### config.mk
export PLATFORM = sky130hd
export DESIGN_NAME = pipeline_ctrl
export DESIGN_NICKNAME = d
export VERILOG_FILES = /design/src/rtl/pipeline_ctrl.sv
export SDC_FILE = /design/constraint.sdc
export NUM_CORES = 1
export LEC_CHECK = 0
export CELL_PAD_IN_SITES_DETAIL_PLACEMENT = 2
export CELL_PAD_IN_SITES_GLOBAL_PLACEMENT = 2
export CORE_AREA = 2 2 55 57
export CTS_CLUSTER_DIAMETER = 150
export DETAILED_ROUTE_END_ITERATION = 8
export DIE_AREA = 0 0 57 59
export DONT_BUFFER_PORTS = 1
export PLACE_DENSITY = 0.74
export SYNTH_ARGS = -nofsm -noshare
export SYNTH_HDL_FRONTEND = slang
export SYNTH_SLANG_ARGS = --single-unit
### constraint.sdc
create_clock -name CLK -period 1.3 [get_ports CLK]
set_input_delay 0.195 -clock CLK [delete_from_list [all_inputs] [get_ports CLK]]
set_output_delay 0.195 -clock CLK [all_outputs]
set_load 0.02 [all_outputs]
### src/rtl/pipeline_ctrl.sv
// Pipeline control sequencer: per-stage enables/flushes, data-memory wait and halt drain.
// Optional performance counters are built when PIPE_PERF_EN is defined.
module pipeline_ctrl (
    input  logic        CLK,
    input  logic        RST,
    input  logic        ihit,
    input  logic        dhit,
    input  logic        exmem_dREN,
    input  logic        exmem_dWEN,
    input  logic        exmem_halt,
    input  logic        lw_nop,
    input  logic        jmp_flush,
    input  logic        brch_flush,
    output logic        pc_en,
    output logic        ifid_en,
    output logic        idex_en,
    output logic        exmem_en,
    output logic        memwb_en,
    output logic        ifid_flush,
    output logic        idex_flush,
    output logic        exmem_flush,
    output logic        memwb_flush,
    output logic        imemREN,
    output logic        halted,
    output logic [31:0] stall_cnt,
    output logic [31:0] flush_cnt
);

    localparam logic [1:0] RUN    = 2'b00;
    localparam logic [1:0] DWAIT  = 2'b01;
    localparam logic [1:0] DRAIN  = 2'b10;
    localparam logic [1:0] HALTED = 2'b11;

    logic [1:0] state_q, state_d;
    logic       halted_q;
    logic       dreq, adv, go, halt_take, flush_req;

    assign dreq      = exmem_dREN | exmem_dWEN;
    assign adv       = ihit & (~dreq | dhit);
    // A DWAIT exit advances the pipe even without ihit: the port was lent to data.
    assign go        = ((state_q == RUN) & adv) | ((state_q == DWAIT) & dhit);
    assign halt_take = (state_q == RUN) & adv & exmem_halt;
    assign flush_req = jmp_flush | brch_flush;

    always_comb begin
        // NOTE: every output gets a default first so no path leaves one unassigned (no latches).
        pc_en       = 1'b0;
        ifid_en     = 1'b0;
        idex_en     = 1'b0;
        exmem_en    = 1'b0;
        memwb_en    = 1'b0;
        ifid_flush  = 1'b0;
        idex_flush  = 1'b0;
        exmem_flush = 1'b0;
        memwb_flush = 1'b0;
        imemREN     = 1'b0;
        state_d     = state_q;

        case (state_q)
            RUN: begin
                imemREN = 1'b1;
                if (!adv && dreq && !dhit) state_d = DWAIT;
            end
            DWAIT:   if (dhit) state_d = RUN;
            DRAIN: begin
                memwb_en = 1'b1;
                state_d  = HALTED;
            end
            default: state_d = HALTED;
        endcase

        if (go) begin
            pc_en    = 1'b1;
            ifid_en  = 1'b1;
            idex_en  = 1'b1;
            exmem_en = 1'b1;
            memwb_en = 1'b1;
            // Halt in MEM is the oldest event; a younger flush or load-use is moot.
            if (halt_take) begin
                pc_en       = 1'b0;
                ifid_flush  = 1'b1;
                idex_flush  = 1'b1;
                exmem_flush = 1'b1;
                state_d     = DRAIN;
            end else if (flush_req) begin
                ifid_flush = 1'b1;
                idex_flush = 1'b1;
            end else if (lw_nop) begin
                pc_en      = 1'b0;
                ifid_en    = 1'b0;
                idex_flush = 1'b1;
            end
        end

        if (RST) begin
            pc_en       = 1'b0;
            ifid_en     = 1'b0;
            idex_en     = 1'b0;
            exmem_en    = 1'b0;
            memwb_en    = 1'b0;
            ifid_flush  = 1'b1;
            idex_flush  = 1'b1;
            exmem_flush = 1'b1;
            memwb_flush = 1'b1;
            imemREN     = 1'b0;
        end
    end

    // NOTE: sequential state uses non-blocking assignments so all flops update together.
    always_ff @(posedge CLK) begin
        if (RST) begin
            state_q  <= RUN;
            halted_q <= 1'b0;
        end else begin
            state_q  <= state_d;
            halted_q <= (state_d == HALTED);
        end
    end

    assign halted = halted_q;

`ifdef PIPE_PERF_EN
    logic [31:0] stall_cnt_q, flush_cnt_q;
    logic        stall_inc, flush_inc;

    assign flush_inc = go & ~halt_take & flush_req;
    assign stall_inc = (state_q == DWAIT) | ((state_q == RUN) & ~adv)
                     | (go & ~halt_take & ~flush_req & lw_nop);

    always_ff @(posedge CLK) begin
        if (RST) begin
            stall_cnt_q <= 32'h0;
            flush_cnt_q <= 32'h0;
        end else begin
            if (stall_inc) stall_cnt_q <= stall_cnt_q + 32'h1;
            if (flush_inc) flush_cnt_q <= flush_cnt_q + 32'h1;
        end
    end

    assign stall_cnt = stall_cnt_q;
    assign flush_cnt = flush_cnt_q;
`else
    assign stall_cnt = 32'h0;
    assign flush_cnt = 32'h0;
`endif

endmodule

-- Word level (Yosys, flattened, before mapping)
Index checks and enable logic that the tools add are counted.
- word-level logic and storage cells: 52
- output and inout bits: 75
- register bits: 3
- multiplexer cells: 33
- bitwise operators: 9
- reduce and logical (&&, ||, !) cells: 5
- equal/unequal tests: 3
- operators with widths (kind ; number):
    $mux 1 ; 28
    $mux 2 ; 4
    $and 1x1->1 ; 4
    $eq 2x2->1 const B ; 2
    $or 1x1->1 ; 4
    $pmux 2 s2 ; 1
    $eq 2x1->1 const B ; 1
    $logic_and 1x1->1 ; 2
    $logic_not 1->1 ; 2
    $logic_not 2->1 ; 1
    $not 1->1 ; 1

-- Depth between registers and ports, before layout
Gate-level depths: netlist of run 1.
- depth after elaboration: 12
- depth in mapped cells: 4

-- Worst setup path before layout of run 1
No wires, ideal clock.
- path type: reg2out
- start point: register state_q[0]
- end point: output port pc_en
- path buffers: 0
- arrival: 1444 ps
- setup slack: -339 ps
- stages on the path, launching flop included: 4
- required time: 1105 ps
- cell sequence: dfxtp_1 nor3_2 o221ai_2 nor4bb_1
- longest elaborated chain between the ends: 6
- RTL lines (element ; line ; source):
    start: declaration ; 34 ; logic [1:0] state_q, state_d;
    start signal: assignment ; 115 ; state_q <= state_d;
    $logic_not 2->1 ; 41, 42 ;
    $and 1x1->1 ; 41, 42 ;
    $and 1x1->1 ; 42 ; assign halt_take = (state_q == RUN) & adv & exmem_halt;
    $mux 1 ; 79 ; if (halt_take) begin
    $mux 1 (*) ; 72 ; if (go) begin
    $mux 1 (*) ; 95 ; if (RST) begin
    end: declaration ; 14 ; output logic pc_en,
Mark *: on every way between the ends. The rest lies on a longest branch, timed or not.

-- Worst setup path in the final report of run 1
Ends and elaborated chain as after synthesis.

==> results.ini, run 1 <==
[clock_network]
cts_buffer_depth=2
root_buffer=clkbuf_4
cts_tree=done
cts.sinks=3
clk_pin_slew_ps=40
cts_htree_levels=1
cts_made_buffers=3
clkLatencyLatePin_ps=240

[global_route]
grtUsageTotal=0.0816
grt_pass1_wl_um=1900
grt_pass1_vias=386
grt_remaining_overflow=0
grt_max_degree=11
grt_antenna_before_repair=0

[timing]
max_freq_ghz=0.617
clock_skew_ps=3.05
rsz0062_at_grt=yes
layout_min_cycle_time_ps=1620
fin_ws_ps=-321
drv_slew=0
whs_ps=14.3
setup-violations-final=7
hold_viol=0
min_period_over_period=1.25

[worst_setup_path]
start_kind=flip-flop
reg2regPathDepth=6
crit_fanout=4
critPathKind=flip-flop to output port
required_ps=1110
crit_arrival_ps=1430
critPathCaptureType=output port

[die]
dieArea_mm2=0.00336
die_x_um=57
start_util=0.263
die_height_um=59
io_pins=85
fp-row-count=19
core_area_mm2=0.00271

[route]
drt_iter0_markers=3
drtPass1Iterations=2
route.vias.total=476
ant_nets=0
drc=0
drt-vias-per-instance=3.40
wire_per_inst_um=10.9
drt_wl_total_um=1520

[yosys]
ys_top_cells_by_area=buf_4 69%, dfxtp_1 8.4%, nor3_1 2.1%
syn-instance-count=95
synthDominantCellAreaShare=0.695
netlist.top_cell.by_area=buf_4
syn-cell-area_um2=713
ys_seq_area_frac=0.0842
avgSynthCellArea_um2=7.51
yosys_warnings=0
async_reset_ff_frac=0
synth_top_flop_cell=dfxtp_1
ys_seq_elements=3
synth.distinct_cells=20
synth_edf_count=0

[status]
failed_checks=setup timing
outcome=finished with violations

[finish]
fillers=331
nets=120
diodes=0
multiInputGateArea_um2=482
syn2layout_area_growth_pct=4.21
fin_area_um2=743
finish.utilization=0.274
regArea_um2=67.6
drive_gt1_frac=0.284

[min_path]
hold_class=input port to flip-flop
hold_depth=1

[placement]
dp_hpwl_um=1200
place_ws_ps=-59.0
place.gp.congestion=0.823
port_buffers=0
placed_cell_area_um2=616

[run]
max_cap_violations=0

[power_and_ir_drop]
power_density_mw_per_mm2=826
leakagePower_nw=0.399
vdd_drop_max_uv=271

area by class of cell:
| class | count | share of cell area |
|---|---|---|
| Multi-Input combinational cell | 86 | 0.648 |
| Sequential cell | 3 | 0.0909 |
| Inverter | 2 | 0.0135 |
| Timing Repair Buffer | 14 | 0.160 |
| Tap cell | 31 | 0.0522 |
| Clock buffer | 4 | 0.0354 |
layout by cell type (no fill, tap or decap), types with 2 or more instances in the layout:
cell,n
conb_1,64
buf_4,10
clkbuf_4,3
buf_6,3
nor3_4,2
nor2_4,2
o21ai_1,2
nor2_1,2
dfxtp_4,2
logic make-up (layout without fill, tap and decap cells):
family / after synthesis / in the layout / synth area share
AOI/OAI and AO/OA: 10 / 10 / 0.107
buffers and inverters: 69 / 20 / 0.711
other: 1 / 64 / 0.00526
DFF: 3 / 3 / 0.0842
and+or+nand+nor: 12 / 12 / 0.0930
state kept, by name (all words and copies together) (netlist names):
register / cells
halted: 1
state_q: 2
critical path: stages (launching register included):
cell and delay, ps:
dfxtp_4 360, nor3_4 170, o221ai_4 170, nor4bb_4 300
buf_4 180
cells in the mapped netlist (all sizes together), types with 2 or more instances:
master   n
o21ai    3
nor3     4
inv      2
dfxtp    3
nor2     4
buf     66
power by group:
part	internal [W]	total, W	leakage, nW	switching (W)
clock	0.000115	0.000171	0.0150	0.0000552
sequential	0.0000972	0.000109	0.0259	0.0000113
combinational	0.0000855	0.000335	0.358	0.000249
final timing paths:
| check | start | slack [ps] | endpoint |
|---|---|---|---|
| setup / recovery | state_q[0] | -320 | pc_en |
| hold / removal | RST | 10 | state_q[0] |
| setup reg to reg | state_q[1] | 230 | state_q[0] |
| hold reg to reg | state_q[0] | 740 | state_q[1] |
per-stage QoR:
step	total power (W)	TNS, ps	std cells
floorplan	0.000518	-12.6	158
global placement	0.000400	-37.6	131
detailed placement	0.000403	-147	131
CTS	0.000585	-1800	135
global route	0.000655	-2430	140
finish	0.000614	-1860	140
timing repair:
item	4_1_cts	5_1_grt
endpoints found under the hold margin	0	1
setup endpoints to repair	8	9
pin swaps	3	3
setup buffers	0	4
gates resized for setup	5	13
hold buffers	0	1
layer usage:
layer	vias to the layer above	share of wire	track usage
met3	6	0.14	0.0284
met2	50	0.53	0.130
met4	0	0.038	0.0930
met1	212	0.29	0.0772
li1	208	-	-
met5	-	0	0
(Power assumes the default switching activity.)
==> run 2: changes to the inputs <==
- PLACE_DENSITY: 0.74 -> 0.86
==> run 2 against run 1 <==
Effect of this change: the flow still finishes with violations (setup timing); first-iteration DRC count up 130%; cell area down 4.4%; sequential cell count unchanged; fmax up 0.25%; global-route usage up 0.18 points; utilization down 1.2 points; cell count down 0.71%; combinational power down 2%; sequential power about the same; die area unchanged; register-to-register slack about the same; largest cell class unchanged; largest power group unchanged; highest routed layer unchanged.
==> results.ini, run 2 (synthesis gave the netlist of run 1 again) <==
[route]
drtPass1Iterations=3  ; was 2
drc=0  ; unchanged
dr_wl_met3_um=265  ; was 217 µm
ant_nets=0  ; unchanged
drt-vias-per-instance=3.30  ; was 3.40
drt_iter0_markers=7  ; was 3
wl_met1_um=437  ; was 443 µm
wl_met2_um=809  ; was 802 µm
wire_per_inst_um=11.0  ; was 10.9 µm
routed.top_layer=met4  ; unchanged
route.vias.total=459  ; was 476
drt_wl_total_um=1520  ; about the same

[finish]
nets=119  ; was 120
fin_area_um2=711  ; was 743 µm²
finish.utilization=0.262  ; was 0.274
syn2layout_area_growth_pct=-0.351  ; was 4.21%
drive_gt1_frac=0.259  ; was 0.284
fin_cells=139  ; was 140
final_cell_mix=64 x conb_1, 11 x buf_4, 3 x nor2_1, 3 x clkbuf_4  ; was 64 x conb_1, 10 x buf_4, 3 x clkbuf_4, 3 x buf_6
largest_reg_flops=2  ; unchanged
mostFrequentLayoutCell=conb_1  ; unchanged
diodes=0  ; unchanged
top_register=state_q  ; unchanged

[timing]
clock_skew_ps=3.43  ; was 3.05 ps
rsz0062_at_grt=yes  ; unchanged
setup-violations-final=7  ; unchanged
fin_ws_ps=-317  ; was -321 ps
whs_ps=19.3  ; was 14.3 ps
finalSetupTns_ps=-1800  ; was -1860 ps
hold_viol=0  ; unchanged
max_freq_ghz=0.619  ; was 0.617 GHz
drv_slew=0  ; unchanged
layout_min_cycle_time_ps=1620  ; about the same
min_period_over_period=1.24  ; was 1.25

[clock_network]
root_buffer=clkbuf_4  ; unchanged
cts_htree_levels=1  ; unchanged
clkLatencyLatePin_ps=230  ; was 240 ps
clk_pin_slew_ps=40  ; about the same
cts.sinks=3  ; unchanged
cts_tree=done  ; unchanged
cts_buffer_depth=2  ; unchanged
cts_made_buffers=3  ; unchanged

[die]
dieArea_mm2=0.00336  ; unchanged
fp-row-count=19  ; unchanged
die_x_um=57  ; unchanged
io_pins=85  ; unchanged
die_height_um=59  ; unchanged
start_util=0.263  ; unchanged
core_area_mm2=0.00271  ; unchanged

[worst_setup_path]
critPathKind=flip-flop to output port  ; unchanged
critPathCaptureType=output port  ; unchanged
startpoint=state_q[0]  ; unchanged
r2r_start=state_q[1]  ; unchanged
required_ps=1110  ; about the same
crit_arrival_ps=1420  ; was 1430 ps
start_kind=flip-flop  ; unchanged
crit_fanout=4  ; unchanged

[min_path]
hold_class=input port to flip-flop  ; unchanged
worstHoldStart=RST  ; unchanged

[placement]
place.gp.congestion=0.656  ; was 0.823
dp_hpwl_um=1320  ; was 1200 µm
port_buffers=0  ; unchanged
placed_cell_area_um2=608  ; was 616 µm²
dp.cells=130  ; was 131

[global_route]
grt_remaining_overflow=0  ; unchanged
grt_max_degree=11  ; unchanged
grt_pass1_vias=413  ; was 386
grt_antenna_before_repair=0  ; unchanged
grt_pass1_wl_um=1970  ; was 1900 µm
grtUsageTotal=0.0834  ; was 0.0816

[status]
failed_checks=setup timing  ; unchanged
outcome=finished with violations  ; unchanged

[power_and_ir_drop]
power_density_mw_per_mm2=842  ; was 826 mW/mm²
leakagePower_nw=0.391  ; was 0.399 nW
vdd_drop_max_uv=338  ; was 271 µV

[run]
max_cap_violations=0  ; unchanged

## run 2: cell types whose count changed in the layout (fill, tap and decap cells not counted), sizes merged
cell         previous run  this run
dlygate4sd3             1         0
## run 2: critical path: stages (launching register included)
cell      delay (ps)
dfxtp_4          360
nor3_4           180
o221ai_4         170
nor4bb_4         290
buf_4            180
## run 2: worst paths after layout
path | cells after the start | slack (ps) | to
worst max-delay path | 4 | -320 | pc_en
worst min-delay path | 1 | 20 | state_q[1]
worst max register to register | 6 | 240 | state_q[0]
worst min register to register | 3 | 700 | state_q[1]
## run 2: power breakdown
group / leakage, nW / total, W / switching [W] / internal (W)
registers: 0.0256 / 0.000106 / 0.00000812 / 0.0000982
logic: 0.350 / 0.000328 / 0.000248 / 0.0000803
clock network: 0.0150 / 0.000164 / 0.0000487 / 0.000115
## run 2: per-layer routing
layer,up-vias,global-route usage
met3,2,0.0699
met4,0,0.0399
li1,203,-
met5,-,0
met2,52,0.141
met1,202,0.0691
## run 2: layout make-up
class / instances / area [µm²]
Clock buffer: 4 / 26.3
Timing Repair Buffer: 13 / 114
Tap cell: 31 / 38.8
Multi-Input combinational cell: 86 / 459
Inverter: 2 / 7.51
Fill cell: 349 / 2000
Sequential cell: 3 / 65.1
## run 2: repair_timing
item | in CTS | in global routing
resized for setup | 8 | 1
setup endpoints to repair | 8 | 9
endpoints found under the hold margin | 0 | 0
pin swaps | 3 | 0
setup buffers | 4 | 1
hold buffers | 0 | 0
## run 2: metrics by stage
stage          setup WS [ps]  total power, W
3_3_place_gp           -31.1        0.000396
6_report                -317        0.000598
4_1_cts                 -346        0.000600
2_1_floorplan          -12.6        0.000518
5_1_grt                 -386        0.000639
3_5_place_dp           -93.9        0.000402
